$ cat src/rtl/bind_kernel_pkg.sv
// rtl/bind_kernel_pkg.sv - shared state and mode encodings for the bind kernel
package bind_kernel_pkg;

    typedef enum logic [1:0] {
        S_IDLE  = 2'd0,
        S_PERM  = 2'd1,
        S_ACCUM = 2'd2,
        S_DONE  = 2'd3
    } BindKernel_State_t;

    localparam logic BIND_XOR  = 1'b0;
    localparam logic BIND_PERM = 1'b1;

endpackage

$ cat src/rtl/hv_rotate.sv
// rtl/hv_rotate.sv - combinational variable rotate-left of a hypervector word
module hv_rotate #(
    parameter int HV_DATA_WIDTH = 32,
    parameter int SHIFT_W       = 5
) (
    input  logic [HV_DATA_WIDTH-1:0] data,
    input  logic [SHIFT_W-1:0]       amount,
    output logic [HV_DATA_WIDTH-1:0] result
);

    // Shifting the doubled word left and keeping the upper half yields the rotation.
    assign result = HV_DATA_WIDTH'({data, data} << amount >> HV_DATA_WIDTH);

endmodule

$ cat src/rtl/bind_kernel.sv
// rtl/bind_kernel.sv - bind kernel: optional per-operand rotate then XOR-accumulate
module bind_kernel
    import bind_kernel_pkg::*;
#(
    parameter int HV_DATA_WIDTH = 32,
    parameter int MAX_OPERANDS  = 8,
    parameter int PERM_SHIFT    = 1
) (
    input  logic                     clk,
    input  logic                     reset_n,
    input  logic                     valid,
    input  logic                     first,
    input  logic                     last,
    input  logic                     mode,
    input  logic [HV_DATA_WIDTH-1:0] data_in,
    output logic [HV_DATA_WIDTH-1:0] data_out,
    output logic                     ready,
    output logic                     done,
    output logic                     err
);

    localparam int IDX_W   = (MAX_OPERANDS > 1) ? $clog2(MAX_OPERANDS) : 1;
    localparam int SHIFT_W = (HV_DATA_WIDTH > 1) ? $clog2(HV_DATA_WIDTH) : 1;
    localparam logic [IDX_W-1:0] IDX_MAX = IDX_W'(MAX_OPERANDS - 1);

    BindKernel_State_t        state;
    logic [HV_DATA_WIDTH-1:0] word_q;
    logic [HV_DATA_WIDTH-1:0] acc;
    logic [HV_DATA_WIDTH-1:0] rot;
    logic [HV_DATA_WIDTH-1:0] acc_next;
    logic [IDX_W-1:0]         idx;
    logic [SHIFT_W-1:0]       rot_amt;
    logic                     mode_q;
    logic                     last_q;
    logic                     accept;

    assign ready  = (state != S_PERM);
    assign done   = (state == S_DONE);
    assign accept = valid & ready;

    assign rot_amt = (mode_q == BIND_PERM)
                   ? SHIFT_W'((32'(idx) * 32'(PERM_SHIFT)) % 32'(HV_DATA_WIDTH))
                   : '0;

    hv_rotate #(
        .HV_DATA_WIDTH (HV_DATA_WIDTH),
        .SHIFT_W       (SHIFT_W)
    ) u_rotate (
        .data   (word_q),
        .amount (rot_amt),
        .result (rot)
    );

    // Operand 0 seeds the accumulator so a restarted sequence never sees stale acc.
    assign acc_next = (idx == '0) ? rot : (acc ^ rot);

    always_ff @(posedge clk or negedge reset_n) begin
        if (!reset_n) begin
            state    <= S_IDLE;
            word_q   <= '0;
            acc      <= '0;
            data_out <= '0;
            idx      <= '0;
            mode_q   <= 1'b0;
            last_q   <= 1'b0;
            err      <= 1'b0;
        end else begin
            case (state)
                S_PERM: begin
                    acc <= acc_next;
                    if (last_q) begin
                        data_out <= acc_next;
                        state    <= S_DONE;
                    end else begin
                        state <= S_ACCUM;
                    end
                end
                default: begin
                    if (accept) begin
                        if (first) begin
                            mode_q <= mode;
                            word_q <= data_in;
                            last_q <= last;
                            idx    <= '0;
                            state  <= S_PERM;
                            if (state == S_ACCUM) err <= 1'b1;
                        end else if (state == S_ACCUM) begin
                            word_q <= data_in;
                            last_q <= last;
                            if (idx != IDX_MAX) idx <= idx + IDX_W'(1);
                            state  <= S_PERM;
                        end else begin
                            err <= 1'b1;
                        end
                    end
                end
            endcase
        end
    end

endmodule
$ cat config.mk
export PLATFORM = sky130hd
export DESIGN_NAME = bind_kernel
export DESIGN_NICKNAME = d
export VERILOG_FILES = /design/src/rtl/bind_kernel_pkg.sv /design/src/rtl/hv_rotate.sv /design/src/rtl/bind_kernel.sv
export SDC_FILE = /design/constraint.sdc
export NUM_CORES = 1
export LEC_CHECK = 0
export ABC_CLOCK_PERIOD_IN_PS = 2200
export CORE_MARGIN = 2
export CORE_UTILIZATION = 58
export CTS_CLUSTER_SIZE = 30
export DETAILED_ROUTE_END_ITERATION = 12
export GPL_TIMING_DRIVEN = 0
export PLACE_DENSITY = 0.82
export SLEW_MARGIN = 20
export SYNTH_ARGS = -nofsm -noshare
export SYNTH_HDL_FRONTEND = slang
export SYNTH_SLANG_ARGS = --single-unit
$ cat constraint.sdc
create_clock -name clk -period 2.2 [get_ports clk]
set_input_delay 0.44 -clock clk [delete_from_list [all_inputs] [get_ports clk]]
set_output_delay 0.44 -clock clk [all_outputs]
set_load 0.02 [all_outputs]
## Yosys cells after proc, flatten, opt, wreduce, memory -nomap -nowiden

Index checks and enable logic that the tools add are counted.

- Register bits after elaboration: 104
- Input port bits: 38
- Output and inout bits: 35
- Logic and storage cells: 48

- $add $sub $neg: 1
- Eq/ne operators: 7
- Shift-type cells: 1
- Mux-type cells: 17
- Bitwise logic cells: 3
- Reductions and logical operators: 11

Operators with widths:

| operator | number |
|---|---|
| 32-bit two-way mux | 3 |
| 64-bit by 3-bit << shifter with 64-bit output | 1 |
| 32-bit bitwise XOR | 1 |
| 3-bit two-way mux | 4 |
| 2-bit two-way mux | 4 |
| 4-bit AND reduction | 2 |
| 1-bit two-way mux | 6 |
| 3-bit AND reduction | 2 |
| 2-bit nonzero test | 3 |
| 2-bit equality test, second input constant | 2 |
| 2-bit by 1-bit != test with 1-bit output, second input constant | 2 |
| 2-bit AND reduction | 2 |
| 3-bit by 1-bit adder with 3-bit output, second input constant | 1 |
| 3-bit logical NOT | 1 |
| 3-bit != test, second input constant | 1 |
| 3-bit nonzero test | 1 |
| 2-bit by 1-bit equality test with 1-bit output, second input constant | 1 |
| 2-bit != test, second input constant | 1 |
| 1-bit AND | 1 |
| 1-bit inverter | 1 |

## Depth between registers and ports, before layout

- Depth after elaboration: 5
- Depth in mapped cells: 11
- Depth with buffers taken out: 6

## Hierarchy

Synthesis repeated with hierarchy kept, for this count alone.

- Cell total of the unflattened synthesis: 579
- Area total of the unflattened synthesis: 7006.7 sq um

Modules (own cells, without submodules):

| module | instances | cells an instance | area an instance (sq um) | seq. area each (sq um) |
|---|---|---|---|---|
| bind_kernel | 1 | 463 | 5057.4 | 2602.5 |
| hv_rotate | 1 | 116 | 1949.4 | 0.0 |

## Least setup slack after synthesis

No wires, ideal clock.

- Kind: flip-flop to flip-flop
- Start: register idx[0]
- End: register data_out[23]
- Library setup time: 0.082 ns
- Arrival time: 1.840 ns
- Required time: 2.118 ns
- Path slack: 0.278 ns
- Stages on the path, launching flop included: 12
- Path buffers: 5
- Clock period less this slack: 1.922 ns
- Path through: dfrtp_1 buf_6 buf_6 buf_2 inv_1 ha_1 nand2b_1 buf_2 buf_2 nand2_1 a31o_1 a31oi_1

- Word-level cells in the longest chain between the ends: 4
- Elaborated cells between the ends (all ways): 5
- Those cells by class: shift (1); mux (2); bitwise (1); reduce/logical (1)

RTL lines:

| item | RTL line | text |
|---|---|---|
| start: declaration | bind_kernel.sv:31 | `logic [IDX_W-1:0] idx;` |
| start signal: assignment | bind_kernel.sv:90 | `if (idx != IDX_MAX) idx <= idx + IDX_W'(1);` |
| 3-bit two-way mux | bind_kernel.sv:42 | `? SHIFT_W'((32'(idx) * 32'(PERM_SHIFT)) % 32'(HV_DATA_WIDTH))` |
| 64-bit by 3-bit << shifter with 64-bit output | hv_rotate.sv:12 | `assign result = HV_DATA_WIDTH'({data, data} << amount >> HV_DATA_WIDTH);` |
| 32-bit bitwise XOR | bind_kernel.sv:55 | `assign acc_next = (idx == '0) ? rot : (acc ^ rot);` |
| 32-bit two-way mux * | bind_kernel.sv:55 |  |
| end signal: assignment | bind_kernel.sv:72 | `data_out <= acc_next;` |
| end: declaration | bind_kernel.sv:16 | `output logic [HV_DATA_WIDTH-1:0] data_out,` |

Every way passes the cells marked *; elsewhere a longest branch is shown, timed or not.
A chain may end at the register's enable or synchronous reset.

## Worst setup path after layout

- Start: register state[1]
- End: output port ready

- Word-level cells in the longest chain between the ends: 1

RTL lines:

| item | RTL line | text |
|---|---|---|
| start: declaration | bind_kernel.sv:26 | `BindKernel_State_t state;` |
| start signal: assignment | bind_kernel.sv:59 | `state <= S_IDLE;` |
| start signal: assignment | bind_kernel.sv:73 | `state <= S_DONE;` |
| start signal: assignment | bind_kernel.sv:75 | `state <= S_ACCUM;` |
| 2-bit by 1-bit != test with 1-bit output | bind_kernel.sv:37 | `assign ready = (state != S_PERM);` |
| end: declaration | bind_kernel.sv:17 | `output logic ready,` |

Every way passes these cells.

==> results.md <==
- Post-layout minimum cycle time: 2139 ps
- H-Tree Depth: 3
- Main area contributors after synthesis: dfrtp_1, o22a_1, nand4_1
- Main combinational cell family by area after synthesis: simple AND/OR/NAND/NOR gates
- Post-route cell area: 7976 sq um
- Worst setup startpoint: state[1]$_DFFE_PN0P_
- Final count of pins violating max slew: 0
- Vias: 6627
- Area share of the largest cell type after synthesis: 38.58%
- CP startpoint kind: flop
- Vias in the first global route: 6696
- Core ar.: 11370 sq um
- Dpl hpwl: 14620 um
- Worst VDD drop: 0.001055 V
- Worst setup path class: reg2out
- Critical Path Slowest Stage Cell: dfrtp_2
- Vias per cell: 6.932
- Fin cells: 956
- #FFs+latches synth: 104
- Largest net degree at the start of global routing: 57
- Period utilization: 97.23%
- Die height: 111.9 um
- PwrDens: 1712 nW/um^2
- Clk slew on worst S/H paths: 70 ps
- Worst path arrival time: 1700 ps
- Hold_ws: 11.87 ps
- GR Util met2: 57.49%
- Row count: 39
- Post-synth EDFFs: 0
- Critical R2R Launch: idx[0]$_DFFE_PN0P_
- GRT Total Usage: 34.06%
- Ys Warns: 0
- Simple-Gate Fraction of Synth Area: 22.57%
- TritonCTS Sinks: 104
- Final Hold Fails: 0
- Top-Level Pins: 73
- Worst path most repeated cell: buf_6
- Commonest non-fill, non-tap cell in the layout: dfrtp_1
- Post-synthesis net count: 768
- CP Capture Type: output pin
- Area delta synth->final: 18.23%
- Die area: 12510 sq um
- Total iterations of the first detailed-routing run: 6
- Setup violations, final: 0
- DR DRC count: 0
- Inst Count DP: 941
- Layout net count: 849
- Unrepaired setup endpoints after global routing: yes
- Xor/xnor share of the synthesized area: 0%
- Slew @ Worst Pin: 637.1 ps
- Antenna cells: 0
- CP max stage delay: 450 ps
- Max Freq: 0.4675 GHz
- Synth Flop Type: dfrtp_1
- Share of cells above drive strength 1: 15.13%
- Status: finished clean
- Ys async rst share: 100.0%
- CTS Buf Count: 9
- Wire per inst: 21.78 um
- Sequential share of the synthesized area: 38.58%
- Most frequent cells in the layout: dfrtp_1, nor2_1, clkdlybuf4s50_1
- Number of max-cap violations: 0
- Pleak: 3.420 nW
- Area leader, netlist: dfrtp_1
- Hold_buf cts: 0
- CP Max Fanout: 10
- Compound-Gate Fraction of Synth Area: 20.81%
- Setup ws final: 60.86 ps
- Max clock buf depth: 2
- Post-synthesis mux area share: 12.54%
- Starting Density: 59.34%
- Dpl ws: -436.9 ps
- Dpl cell area: 7655 sq um
- Mapped cell area: 6746 sq um
- GR peak layer: met2
- Mean post-synth cell area: 9.280 sq um
- Worst hold path type: in2async
- Distinct cells, synth: 43
- Global Route met1 Usage: 42.66%
- Critical Path RT: 1760 ps
- Wirelength, routed: 20820 um
- Initial antenna violation count: 0
- Gr ovfl total: 0
- Input/output buffers: 70
- Tot Pwr: 13.66 mW
- Root Buffer: clkbuf_16
- Area share of fa/ha/maj cells after synthesis: 0.7047%
- Max transition margin: 57.53%
- Crit path cell chain: nand2b_1, buf_4, buf_6, buf_6, clkdlybuf4s15_2
- First-pass GRT wire length: 34040 um
- GPL Wtd Cong: 0.8957
- ANT nets after route: 0
- Worst Skew: 9.957 ps
- Met3 GRT Util: 8.329%
- Clock Latency Late Sink: 360 ps
- Mapped Cells: 727
- CTS tree: yes
- Initial DRC count: 721
- Die width: 111.9 um
-- worst max-delay path: cells and delay by family (launching register included) --
| family | cells | cell delay, ps |
|---|---|---|
| flops | 1 | 450 |
| simple gates | 1 | 160 |
| buf+inv | 4 | 730 |
-- Yosys cell counts, types with 3 or more instances --
library cell and n:
a31o_1 32, a21oi_1 41, nand4_1 64, inv_1 5, nor2_1 76, nand2_1 65, nand3_1 34, mux2i_1 8
mux2_2 35, and3b_1 34, nand2b_1 4, buf_2 18, o21ai_0 14, a31oi_1 32, dfrtp_1 104, buf_6 5
mux2_4 24, clkbuf_1 24, o22a_1 47, buf_1 5, o21ai_1 19, a22oi_1 4, ha_1 3, buf_4 6
-- state kept, by name, summed over array words and instances (netlist names) --
name and count:
acc 32, data_out 32, word_q 32, idx 3, state 2, err 1, last_q 1, mode_q 1
-- metrics by stage --
step / util [%] / setup TNS, ps
final: 70.16 / 0
after global placement: 67.07 / -339660
after detailed placement: 67.33 / -10570
after global routing: 70.16 / -6.589
after CTS: 70.06 / 0
after floorplan: - / 0
-- area by class of cell --
type,count,area (sq um)
Buffer,58,340.3
Inverter,5,18.77
Multi-Input combinational cell,559,3820
Clock buffer,11,252.7
Clock inverter,5,31.28
Timing Repair Buffer,71,730.7
Fill cell,891,3393
Sequential cell,104,2604
Tap cell,143,178.9
-- path summary, 6_finish.rpt --
check	cells past startpoint	slack, ps	to
setup / recovery	5	60	ready
hold / removal	1	10	data_out[0]$_DFFE_PN0P_
setup reg to reg	10	110	data_out[24]$_DFFE_PN0P_
hold reg to reg	1	460	err$_DFFE_PN0P_
max in group asynchronous	2	1550	acc[19]$_DFFE_PN0P_
min in group clk	2	350	idx[2]$_DFFE_PN0P_
-- timing repair --
action                                  4_1_cts  5_1_grt
buffers inserted                              0        0
resized for setup                            16        8
cloned                                        0        0
endpoints found under the setup margin       61       19
-- per-layer routing --
metal  part of all wire (%)  vias to the layer above
met4                    2.5                        0
met5                      0                        -
met2                     49                      427
li1                       -                     2920
met1                     39                     3213
met3                    9.5                       67
-- power breakdown --
| group | switching (mW) | internal, mW | total [mW] | leakage [nW] |
|---|---|---|---|---|
| Sequential | 1.01 | 2.89 | 3.90 | 1.22 |
| Clock | 0.736 | 0.826 | 1.56 | 0.141 |
| Combinational | 4.66 | 3.53 | 8.19 | 2.06 |
-- cell families (layout without fill, tap and decap cells) --
| group | count (synthesis) | count (layout) |
|---|---|---|
| muxes | 68 | 68 |
| DFF | 104 | 104 |
| and+or+nand+nor | 288 | 288 |
| buffers and inverters | 64 | 150 |
| AOI/OAI and AO/OA | 199 | 199 |
| adders and majority gates | 4 | 4 |
Note: power is estimated with default switching activity, not from simulation.
